--- config.mk ---
export PLATFORM = sky130hd
export DESIGN_NAME = int_ctrl
export DESIGN_NICKNAME = d
export VERILOG_FILES = /design/src/rtl/intc_pkg.sv /design/src/rtl/intc_prio_enc.sv /design/src/rtl/int_ctrl.sv
export SDC_FILE = /design/constraint.sdc
export NUM_CORES = 1
export LEC_CHECK = 0
export ABC_AREA = 1
export BUFFER_PORTS_ARGS = -buffer_cell sky130_fd_sc_hd__buf_2
export CORE_UTILIZATION = 30
export DETAILED_ROUTE_END_ITERATION = 10
export PLACE_DENSITY_LB_ADDON = 0.05
export SLEW_MARGIN = 0
export SYNTH_ARGS = -nofsm -noshare
export SYNTH_HDL_FRONTEND = slang
export SYNTH_HIERARCHICAL = 1
export SYNTH_SLANG_ARGS = --single-unit
--- constraint.sdc ---
create_clock -name clk -period 1.8 [get_ports clk]
set_clock_uncertainty 0.2 [all_clocks]
set_input_delay 0.27 -clock clk [delete_from_list [all_inputs] [get_ports clk]]
set_output_delay 0.27 -clock clk [all_outputs]
set_load 0.1 [all_outputs]
--- src/rtl/intc_pkg.sv ---
// Shared definitions for the vectored interrupt controller: FSM encoding,
// cause width, default vector layout and the vector address helper.
package intc_pkg;

    typedef enum logic [1:0] {
        IDLE  = 2'd0,
        ARB   = 2'd1,
        ENTER = 2'd2,
        ISR   = 2'd3
    } intc_state_e;

    localparam int unsigned CAUSE_W       = 4;
    localparam logic [31:0] VEC_BASE_DEF  = 32'h0000_1000;
    localparam int unsigned VEC_SHIFT_DEF = 4;

    // 32-bit vector address, wrapping mod 2^32.
    function automatic logic [31:0] vec_addr(input logic [31:0] base,
                                             input logic [CAUSE_W-1:0] id,
                                             input int unsigned shift);
        return base + (32'(id) << shift);
    endfunction

endpackage

--- src/rtl/intc_prio_enc.sv ---
// Combinational priority encoder: lowest set index wins.
module intc_prio_enc
    import intc_pkg::*;
#(
    parameter int unsigned N = 4
) (
    input  logic [N-1:0]       req,
    output logic               valid,
    output logic [CAUSE_W-1:0] id
);

    always_comb begin
        valid = |req;
        id    = '0;
        // Descending scan so the lowest set index is the last assignment.
        for (int unsigned i = N; i > 0; i--) begin
            if (req[i-1]) id = CAUSE_W'(i - 1);
        end
    end

endmodule

--- src/rtl/int_ctrl.sv ---
// Vectored interrupt controller driving the next-PC interrupt redirect.
// Define INTC_SYNC_EN to pass irq_i through a 2-flop synchronizer.
module int_ctrl
    import intc_pkg::*;
#(
    parameter int unsigned NUM_IRQ   = 4,
    parameter logic [31:0] VEC_BASE  = VEC_BASE_DEF,
    parameter int unsigned VEC_SHIFT = VEC_SHIFT_DEF
) (
    input  logic               clk,
    input  logic               rstn,
    input  logic [NUM_IRQ-1:0] irq_i,
    input  logic               cfg_we,
    input  logic [NUM_IRQ:0]   cfg_wdata,
    input  logic [31:0]        npc_i,
    input  logic               stall_i,
    input  logic               mret_i,
    output logic               int_sig_o,
    output logic [31:0]        int_addr_o,
    output logic [NUM_IRQ-1:0] irq_ack_o,
    output logic [31:0]        epc_o,
    output logic [3:0]         cause_o,
    output logic               in_isr_o
);

    intc_state_e        state, state_n;
    logic [NUM_IRQ-1:0] irq_s, irq_q, irq_edge;
    logic [NUM_IRQ-1:0] pend, mask, elig;
    logic               gie, pgie;
    logic [31:0]        epc, int_addr_q;
    logic [CAUSE_W-1:0] cause, win_id;
    logic               win_valid, commit, isr_ret, load_vec;

`ifdef INTC_SYNC_EN
    logic [NUM_IRQ-1:0] sync_ff1, sync_ff2;

    always_ff @(posedge clk or negedge rstn) begin
        if (!rstn) begin
            sync_ff1 <= '0;
            sync_ff2 <= '0;
        end else begin
            sync_ff1 <= irq_i;
            sync_ff2 <= sync_ff1;
        end
    end

    always_comb irq_s = sync_ff2;
`else
    always_comb irq_s = irq_i;
`endif

    always_comb begin
        irq_edge = irq_s & ~irq_q;
        elig     = gie ? (pend & mask) : '0;
    end

    intc_prio_enc #(.N(NUM_IRQ)) u_prio_enc (
        .req   (elig),
        .valid (win_valid),
        .id    (win_id)
    );

    always_comb begin
        state_n    = state;
        int_sig_o  = 1'b0;
        int_addr_o = '0;
        commit     = 1'b0;
        isr_ret    = 1'b0;
        load_vec   = 1'b0;
        case (state)
            IDLE: if (win_valid) state_n = ARB;
            ARB: begin
                // A config write landing in IDLE can leave nothing eligible here.
                if (win_valid) begin
                    load_vec = 1'b1;
                    state_n  = ENTER;
                end else begin
                    state_n  = IDLE;
                end
            end
            ENTER: begin
                int_sig_o  = 1'b1;
                int_addr_o = int_addr_q;
                if (!stall_i) begin
                    commit  = 1'b1;
                    state_n = ISR;
                end
            end
            ISR: begin
                if (mret_i) begin
                    int_sig_o  = 1'b1;
                    int_addr_o = epc;
                    isr_ret    = 1'b1;
                    state_n    = IDLE;
                end
            end
            default: state_n = IDLE;
        endcase
    end

    always_comb begin
        irq_ack_o = '0;
        for (int unsigned i = 0; i < NUM_IRQ; i++) begin
            irq_ack_o[i] = commit && (32'(cause) == i);
        end
    end

    always_ff @(posedge clk or negedge rstn) begin
        if (!rstn) begin
            state      <= IDLE;
            irq_q      <= '0;
            pend       <= '0;
            mask       <= '0;
            gie        <= 1'b0;
            pgie       <= 1'b0;
            epc        <= '0;
            cause      <= '0;
            int_addr_q <= '0;
        end else begin
            state <= state_n;
            irq_q <= irq_s;
            // A new edge on the bit being acknowledged keeps it pending.
            pend  <= (pend & ~irq_ack_o) | irq_edge;
            if (cfg_we) mask <= cfg_wdata[NUM_IRQ-1:0];
            if (commit)       gie <= 1'b0;
            else if (isr_ret) gie <= pgie;
            else if (cfg_we)  gie <= cfg_wdata[NUM_IRQ];
            if (commit) begin
                pgie <= gie;
                epc  <= npc_i;
            end
            if (load_vec) begin
                cause      <= win_id;
                int_addr_q <= vec_addr(VEC_BASE, win_id, VEC_SHIFT);
            end
        end
    end

    always_comb begin
        epc_o    = epc;
        cause_o  = cause;
        in_isr_o = (state == ISR);
    end

endmodule

==> impl_metrics.py, run 1 <==
metrics = {
    "global_routing": {
        "groute.usage.overall_pct": 18.3,
        "grt_remaining_overflow": 0,
        "initial_antenna_violation_count": 0,
        "grt_pass1_vias": 2669,
        "grt_max_degree": 54,
        "grt_pass1_wl_microns": 12400,
    },
    "die": {
        "top_level_ports": 120,
        "die_width_microns": 93.5,
        "floorplan.core_area_sq_um": 7930,
        "design.die.area_sq_um": 8740,
        "num_rows": 32,
        "effective_utilization_at_floorplan_pct": 31.7,
        "chipHeight_microns": 93.5,
    },
    "synthesis": {
        "synth_area_sq_um": 2510,
        "synth_top_cells_by_area": "sky130_fd_sc_hd__dfrtp_1, sky130_fd_sc_hd__nand2_1, sky130_fd_sc_hd__nor2_1",
        "synth_cells": 337,
        "post_synth_top_area_cell": "sky130_fd_sc_hd__dfrtp_1",
        "flip_flop_and_latch_count_after_synthesis": 53,
        "synth-edff-count": 0,
        "synthDominantCellAreaShare_pct": 52.8,
        "synth_ff_type": "sky130_fd_sc_hd__dfrtp_1",
        "postSynth.asyncResetShare_pct": 100,
        "share_of_synthesized_area_occupied_by_flip_flops_and_latches_pct": 52.8,
        "most_common_cell_in_the_synthesized_netlist": "sky130_fd_sc_hd__nand2_1",
        "synth-warning-count": 6,
        "synth.cells.most_frequent": "sky130_fd_sc_hd__nand2_1, sky130_fd_sc_hd__dfrtp_1, sky130_fd_sc_hd__nor2_1",
        "post_syn_area_per_cell_sq_um": 7.45,
        "yosysUniqueCellTypes": 20,
    },
    "setup_path": {
        "crit_type": "reg2out",
        "timing.critical_path.from_type": "register",
        "timing.critical_path.required_ns": 1.33,
        "crit_arrival_ns": 1.51,
        "critPathMaxFanout": 7,
        "crit_path_end_kind": "output port",
    },
    "drt": {
        "initialDrtViolationCount": 88,
        "dr.pass1.iters": 4,
        "drt_drc_violations_left": 0,
        "antenna_left": 0,
        "finalWirelength_microns": 7540,
        "avgViaCountPerCell": 4.38,
        "wire_per_inst_microns": 12.4,
        "dr_total_vias": 2670,
    },
    "clocking": {
        "maximum_root_to_sink_buffer_count": 2,
        "clkSinkCount": 53,
        "clock_tree.htree_level_count": 2,
        "tritoncts.num_buffers": 5,
        "clock-root-buffer": "sky130_fd_sc_hd__clkbuf_8",
        "clk_latency_ns": 0.29,
        "tritoncts": "built",
        "clkSlewWorstSetupHoldPaths_ns": 0.10,
    },
    "place": {
        "pre_cts_ws_ns": 0.00431,
        "gp_congestion": 0.761,
        "buffer_ports.inserted": 119,
        "hpwlAfterDp_microns": 5360,
    },
    "run": {
        "drv_cap": 0,
    },
    "run_status": {
        "run_status": "finished, violations left",
        "violations_in_the_final_reports": "negative setup slack",
    },
    "layout": {
        "final_layout_size_suffix_gt1_share_pct": 48.4,
        "layout.nets": 553,
        "antenna_cells": 0,
        "syn_to_final_growth_pct": 94.5,
        "n_fill_cell": 713,
    },
    "timing": {
        "finalCriticalPeriod_ns": 1.98,
        "setup_repair_after_global_routing_missed_its_margin": "yes",
        "max_freq_ghz": 0.504,
        "report.final.hold_viol_count": 0,
        "setup_slack_ns": -0.183,
        "timing.final.max_slew_violations": 0,
        "period_share_pct": 110,
        "final-setup-viol-count": 38,
    },
    "worst_hold_path": {
        "tightest_hold_check_type": "in2reg",
    },
}
## layout by cell type (no fill, tap or decap), types with 14 or more instances in the layout
| cell | n |
|---|---|
| sky130_fd_sc_hd__nand2_1 | 156 |
| sky130_fd_sc_hd__buf_2 | 81 |
| sky130_fd_sc_hd__dlygate4sd3_1 | 41 |
| sky130_fd_sc_hd__buf_12 | 41 |
| sky130_fd_sc_hd__nor2_4 | 29 |
| sky130_fd_sc_hd__dfrtp_1 | 20 |
| sky130_fd_sc_hd__dfrtp_4 | 19 |
| sky130_fd_sc_hd__buf_4 | 16 |
| sky130_fd_sc_hd__inv_1 | 14 |
| sky130_fd_sc_hd__nor2_1 | 14 |
| sky130_fd_sc_hd__dfrtp_2 | 14 |
## routing by layer
layer / track usage (%) / routed length, microns
met5: 0 / 0
met4: 5.13 / 98
met3: 3.09 / 354
met2: 32.5 / 3810
met1: 22.6 / 3270
## state kept, by name, summed over array words and instances, names as in the netlist, named ones only
signal      flops
pgie            1
int_addr_q      2
epc_o          32
pend            4
state           1
gie             1
mask            4
cause_o         3
irq_q           4
## critical path: stages (launching register included)
cell	delay (ns)
sky130_fd_sc_hd__dfrtp_1	0.43
sky130_fd_sc_hd__buf_6	0.14
sky130_fd_sc_hd__nand2_8	0.07
sky130_fd_sc_hd__nor2_4	0.10
sky130_fd_sc_hd__buf_8	0.15
sky130_fd_sc_hd__nand2_4	0.07
sky130_fd_sc_hd__o21ai_4	0.07
sky130_fd_sc_hd__buf_12	0.19
## cell type report
| class | instances | area (sq um) | share of cell area, % |
|---|---|---|---|
| Timing Repair Buffer | 182 | 1790 | 36.8 |
| Clock buffer | 7 | 96.3 | 1.97 |
| Tap cell | 102 | 128 | 2.61 |
| Clock inverter | 1 | 5.00 | 0.103 |
| Inverter | 26 | 115 | 2.36 |
| Multi-Input combinational cell | 239 | 1330 | 27.2 |
| Sequential cell | 53 | 1420 | 29.0 |
## repair_timing
action / 4_1_cts / 5_1_grt
gates resized for setup: 15 / 26
setup buffers: 7 / 1
setup endpoints to repair: 65 / 73
pin swaps: 4 / 3
hold endpoints to repair: 97 / 0
hold buffers: 41 / 0
cloned: 0 / 0
## path summary, 6_finish.rpt
path | startpoint | endpoint | slack [ns] | cells after the start
hold reg to reg | irq_q[2] | pend[2] | 0.28 | 3
setup / recovery | state[0] | int_addr_o[7] | -0.18 | 7
hold / removal | cfg_we | mask[1] | 0.07 | 2
setup reg to reg | state[0] | epc_o[27] | 0.14 | 7
max in group asynchronous | rstn | epc_o[24] | 0.84 | 3
min in group asynchronous | rstn | epc_o[31] | 0.29 | 3
## cells by family (layout without fill, tap and decap cells)
logic type             count (synthesis)  in the layout  share of synthesized area, %
AO/OA/AOI/OAI                         18             18                          3.89
multiplexers                           1              1                         0.449
flip-flops                            53             53                          52.8
AND/OR/NAND/NOR                      218            218                          33.5
other                                  1              2                         0.149
buffers and inverters                 46            216                          9.12
## through the flow
stage | hold WS (ns) | cell area [sq um] | instances | TNS (ns) | utilization, %
2_1_floorplan | -0.226 | 2900 | 338 | -1.68 | -
3_3_place_gp | 0.0918 | 4150 | 553 | 0 | 52.4
3_5_place_dp | 0.0902 | 4150 | 553 | 0 | 52.4
4_1_cts | 0.0564 | 4750 | 609 | -4.87 | 60.0
5_1_grt | 0.0742 | 4880 | 610 | -6.00 | 61.6
6_report | 0.0671 | 4880 | 610 | -4.17 | 61.6
Power of run 1 is left out: the tool's default activity adds up to more than one toggle a clock period on the data nets, which glitch-free logic cannot reach.
==> run 2, diff against run 1 <==
==> constraint.sdc (replaced) <==
create_clock -name clk -period 1.8 [get_ports clk]
set_clock_uncertainty 0.2 [all_clocks]
set_input_delay 0.18 -clock clk [delete_from_list [all_inputs] [get_ports clk]]
set_output_delay 0.18 -clock clk [all_outputs]
set_load 0.1 [all_outputs]
==> impl_metrics.py, run 2 (synthesis gave the netlist of run 1 again) <==
metrics = {
    "place": {
        "pre_cts_ws_ns": 0.0906,
        "placed_area_sq_um": 4090,
        "buffer_ports.inserted": 119,
        "gp_congestion": 0.828,
        "hpwlAfterDp_microns": 5240,
    },
    "timing": {
        "finalCriticalPeriod_ns": 1.87,
        "final-setup-viol-count": 9,
        "period_share_pct": 104,
        "timing.final.max_slew_violations": 0,
        "setup_slack_ns": -0.0667,
        "report.final.hold_viol_count": 0,
        "setup_repair_after_global_routing_missed_its_margin": "yes",
        "rel_slew_slack_pct": 60.0,
        "fin_hold_ws_ns": 0.0361,
        "max_freq_ghz": 0.536,
        "max_slew.worst_pin.slew_ns": 0.599,
    },
    "die": {
        "num_rows": 32,
        "chipHeight_microns": 93.5,
        "design.die.area_sq_um": 8740,
        "effective_utilization_at_floorplan_pct": 31.7,
        "die_width_microns": 93.5,
        "floorplan.core_area_sq_um": 7930,
        "top_level_ports": 120,
    },
    "global_routing": {
        "groute.usage.overall_pct": 18.3,
        "initial_antenna_violation_count": 0,
        "grt_max_degree": 54,
        "grt_pass1_vias": 2543,
        "grt_remaining_overflow": 0,
        "grt_pass1_wl_microns": 12400,
    },
    "layout": {
        "final_cell_area_sq_um": 4850,
        "antenna_cells": 0,
        "final_common_cell": "sky130_fd_sc_hd__nand2_1",
        "n_fill_cell": 719,
        "layout.nets": 553,
        "fin_util_pct": 61.1,
        "flip_flop_count_of_the_largest_register_after_layout": 32,
        "syn_to_final_growth_pct": 93.1,
        "mostFrequentLayoutCells": "sky130_fd_sc_hd__nand2_1, sky130_fd_sc_hd__buf_2, sky130_fd_sc_hd__dlygate4sd3_1, sky130_fd_sc_hd__buf_12, sky130_fd_sc_hd__dfrtp_2",
        "final_layout_size_suffix_gt1_share_pct": 48.0,
    },
    "drt": {
        "dr.pass1.iters": 4,
        "avgViaCountPerCell": 4.34,
        "wire_per_inst_microns": 12.5,
        "highest-signal-layer": "met4",
        "met3RoutedLength_microns": 406,
        "dr_total_vias": 2645,
        "finalWirelength_microns": 7640,
        "m1WireLength_microns": 3220,
        "antenna_left": 0,
        "initialDrtViolationCount": 88,
        "routed-wl-met2_microns": 3860,
        "drt_drc_violations_left": 0,
    },
    "clocking": {
        "clk_latency_ns": 0.30,
        "maximum_root_to_sink_buffer_count": 2,
        "clkSlewWorstSetupHoldPaths_ns": 0.10,
        "clock_tree.htree_level_count": 2,
        "clock-root-buffer": "sky130_fd_sc_hd__clkbuf_8",
        "clkSinkCount": 53,
        "tritoncts.num_buffers": 5,
        "tritoncts": "built",
    },
    "setup_path": {
        "regToRegSetupSlack_ns": 0.13,
        "timing.critical_path.from_type": "register",
        "crit_arrival_ns": 1.49,
        "crit_path_end_kind": "output port",
        "timing.critical_path.required_ns": 1.42,
        "critPathMaxFanout": 3,
        "crit_type": "reg2out",
    },
    "run_status": {
        "violations_in_the_final_reports": "negative setup slack",
        "run_status": "finished, violations left",
    },
    "run": {
        "drv_cap": 0,
    },
    "worst_hold_path": {
        "tightest_hold_check_type": "in2reg",
    },
}
[run 2: cell types whose count changed in the layout (fill, tap and decap cells not counted), sizes merged]
cell         delta
dlygate4sd3     +4
clkbuf          +1
inv             +1
clkinvlp        -1
buf             -5
[run 2: cell type report]
cell class	instances	area (sq um)	area share, %
clock buffers	7	96.3	1.99
clock inverters	1	5.00	0.103
inverters	26	111	2.30
multi-input cells	239	1320	27.1
flip-flops and latches	53	1370	28.2
well taps	102	128	2.63
repair buffers	182	1820	37.6
[run 2: path summary, 6_finish.rpt]
kind / start / to / depth (start not counted)
max reg2reg: register / gie / 6
min reg2reg: irq_q[0] / pend[0] / 3
min: cfg_wdata[4] / gie / 5
min in group asynchronous: rstn / epc_o[0] / 3
max in group asynchronous: rstn / epc_o[7] / 3
max: state[0] / irq_ack_o[3] / 7
[run 2: stage by stage]
stage               std cells  setup TNS [ns]
floorplan                 338           -1.15
global placement          548               0
detailed placement        548               0
CTS                       608          -0.707
global route              610           -1.09
finish                    610          -0.387
[run 2: metal layers]
metal  vias to the layer above  track usage, %
li1                       1341               -
met1                      1212            22.6
met2                        82            32.4
met3                        10            3.17
met4                         0            5.64
met5                         -               0
[run 2: what timing repair did]
item                                    4_1_cts  5_1_grt
setup buffers                                 7        1
hold buffers                                 45        0
gates cloned                                  0        1
pin swaps                                     2        9
endpoints found under the setup margin       37       35
endpoints found under the hold margin        97        0
gates resized for setup                      18       21
[run 2: worst max-delay path, stage by stage, from the launching register on]
cell and delay (ns):
sky130_fd_sc_hd__dfrtp_2 0.46, sky130_fd_sc_hd__inv_4 0.08, sky130_fd_sc_hd__nand2_4 0.05, sky130_fd_sc_hd__nor2_4 0.13
sky130_fd_sc_hd__buf_6 0.15, sky130_fd_sc_hd__nand2_4 0.06, sky130_fd_sc_hd__clkinvlp_4 0.09, sky130_fd_sc_hd__buf_12 0.16
Power of run 2 is left out for the same reason.
==> run 3, diff against run 2 <==
Settings changed: ABC_AREA 1 to not set, CTS_BUF_LIST set to sky130_fd_sc_hd__clkbuf_16.
==> impl_metrics.py, run 3 <==
metrics = {
    "setup_path": {
        "crit_type": "reg2out",
        "count_of_cells_along_the_worst_register_to_register_path": 5,
        "critPathMaxFanout": 7,
        "crit_path_end_kind": "output port",
        "timing.critical_path.required_ns": 1.42,
        "timing.critical_path.from_type": "register",
        "crit_arrival_ns": 1.49,
    },
    "clocking": {
        "clock_tree.htree_level_count": 2,
        "clk_latency_ns": 0.29,
        "clkSinkCount": 53,
        "tritoncts": "built",
        "clkSlewWorstSetupHoldPaths_ns": 0.07,
        "tritoncts.num_buffers": 5,
        "maximum_root_to_sink_buffer_count": 2,
        "clock-root-buffer": "sky130_fd_sc_hd__clkbuf_16",
    },
    "run_status": {
        "violations_in_the_final_reports": "negative setup slack",
        "run_status": "finished, violations left",
    },
    "synthesis": {
        "synth_ff_type": "sky130_fd_sc_hd__dfrtp_1",
        "post_synth_top_area_cell": "sky130_fd_sc_hd__dfrtp_1",
        "share_of_synthesized_area_occupied_by_flip_flops_and_latches_pct": 52.5,
        "most_common_cell_in_the_synthesized_netlist": "sky130_fd_sc_hd__dfrtp_1",
        "synthDominantCellAreaShare_pct": 52.5,
        "synth.cells.most_frequent": "sky130_fd_sc_hd__dfrtp_1, sky130_fd_sc_hd__mux2_2, sky130_fd_sc_hd__and2_1",
        "synth_area_sq_um": 2530,
        "flip_flop_and_latch_count_after_synthesis": 53,
        "postSynth.asyncResetShare_pct": 100,
        "synth_cells": 208,
        "synth_top_cells_by_area": "sky130_fd_sc_hd__dfrtp_1, sky130_fd_sc_hd__mux2_2, sky130_fd_sc_hd__and2_1",
        "synth-edff-count": 0,
        "yosysUniqueCellTypes": 30,
        "post_syn_area_per_cell_sq_um": 12.1,
        "synth-warning-count": 6,
    },
    "die": {
        "effective_utilization_at_floorplan_pct": 30.9,
        "num_rows": 33,
        "floorplan.core_area_sq_um": 8180,
        "die_width_microns": 93.8,
        "chipHeight_microns": 93.8,
        "design.die.area_sq_um": 8790,
        "top_level_ports": 120,
    },
    "drt": {
        "avgViaCountPerCell": 4.54,
        "dr_total_vias": 2209,
        "antenna_left": 0,
        "finalWirelength_microns": 6780,
        "initialDrtViolationCount": 34,
        "dr.pass1.iters": 4,
        "wire_per_inst_microns": 13.9,
        "drt_drc_violations_left": 0,
    },
    "timing": {
        "report.final.hold_viol_count": 0,
        "setup_repair_after_global_routing_missed_its_margin": "yes",
        "final-setup-viol-count": 34,
        "max_freq_ghz": 0.535,
        "finalCriticalPeriod_ns": 1.87,
        "timing.final.max_slew_violations": 0,
        "period_share_pct": 104,
        "setup_slack_ns": -0.0704,
    },
    "global_routing": {
        "grt_pass1_vias": 2104,
        "grt_max_degree": 54,
        "grt_remaining_overflow": 0,
        "initial_antenna_violation_count": 0,
        "grt_pass1_wl_microns": 10300,
        "groute.usage.overall_pct": 15.2,
    },
    "layout": {
        "final_cell_area_sq_um": 4780,
        "final_common_cell": "sky130_fd_sc_hd__buf_2",
        "layout.nets": 427,
        "final_layout_size_suffix_gt1_share_pct": 70.2,
        "mostFrequentLayoutCells": "sky130_fd_sc_hd__buf_2, sky130_fd_sc_hd__dlygate4sd3_1, sky130_fd_sc_hd__buf_12, sky130_fd_sc_hd__mux2_2, sky130_fd_sc_hd__dfrtp_2",
        "flip_flop_count_of_the_largest_register_after_layout": 32,
        "syn_to_final_growth_pct": 89.2,
        "antenna_cells": 0,
        "n_fill_cell": 679,
        "fin_util_pct": 58.5,
    },
    "place": {
        "hpwlAfterDp_microns": 4510,
        "buffer_ports.inserted": 119,
        "gp_congestion": 0.648,
        "placed_area_sq_um": 4030,
    },
    "run": {
        "drv_cap": 0,
    },
    "worst_hold_path": {
        "tightest_hold_check_type": "in2reg",
        "timing.hold.worst_path_depth": 2,
    },
}
run 3: cell types whose count changed in the layout (fill, tap and decap cells not counted), moves of 10 or more:
cell / change
sky130_fd_sc_hd__nand2_1: -152
sky130_fd_sc_hd__nand2b_1: +10
sky130_fd_sc_hd__nor2_1: -10
sky130_fd_sc_hd__mux2_2: +34
sky130_fd_sc_hd__and2_4: +28
sky130_fd_sc_hd__nor2_4: -29
run 3: final cells by class:
class	instances	area (sq um)	area share (%)
clock buffer	5	125	2.62
clock inverter	3	12.5	0.262
inverter	6	22.5	0.471
multi-input combinational	134	1290	27.0
sequential	53	1380	28.8
tap	105	131	2.75
timing repair buffer	181	1820	38.1
run 3: worst max-delay path: stages, from the launching register on:
cell                       delay [ns]
sky130_fd_sc_hd__dfrtp_2         0.47
sky130_fd_sc_hd__and4bb_2        0.36
sky130_fd_sc_hd__and3_4          0.21
sky130_fd_sc_hd__buf_12          0.17
run 3: cell families (layout without fill, tap and decap cells):
logic type	Yosys count	in the layout	synth area share, %
simple gates	71	71	17.8
flops	53	53	52.5
mux	43	43	19.1
buf+inv	22	195	5.15
compound gates	18	18	5.30
other cells	1	2	0.148
run 3: layer usage:
layer	global-route usage [%]	part of all wire [%]
met1	18.5	44
met2	26.2	49
met3	3.88	5.6
met4	4.62	1.1
met5	0	0
run 3: stage by stage:
step,instances,TNS [ns],worst slack [ns],hold slack (ns)
4_1_cts,482,-1.77,-0.0773,0.0182
6_report,487,-1.62,-0.0704,0.0223
5_1_grt,487,-4.72,-0.127,0.0371
3_5_place_dp,431,0,0.0816,0.00131
3_3_place_gp,431,0,0.107,-0.000394
2_1_floorplan,209,-0.892,-0.104,-0.316
run 3: worst paths after layout:
| check | startpoint | end | slack (ns) |
|---|---|---|---|
| max | state[0] | irq_ack_o[3] | -0.07 |
| min | cfg_we | mask[0] | 0.02 |
| max reg2reg | state[0] | epc_o[0] | 0.01 |
| min reg2reg | epc_o[1] | epc_o[1] | 0.31 |
| max in group asynchronous | rstn | epc_o[5] | 0.92 |
| min in group asynchronous | rstn | epc_o[20] | 0.21 |
run 3: repair_timing:
| action | CTS | global route |
|---|---|---|
| hold buffers | 41 | 0 |
| resized for setup | 19 | 25 |
| pin swaps | 27 | 4 |
| endpoints found under the hold margin | 97 | 0 |
| buffers inserted | 2 | 2 |
| setup endpoints to repair | 36 | 66 |
| gates cloned | 0 | 3 |
Power of run 3 is left out for the same reason.
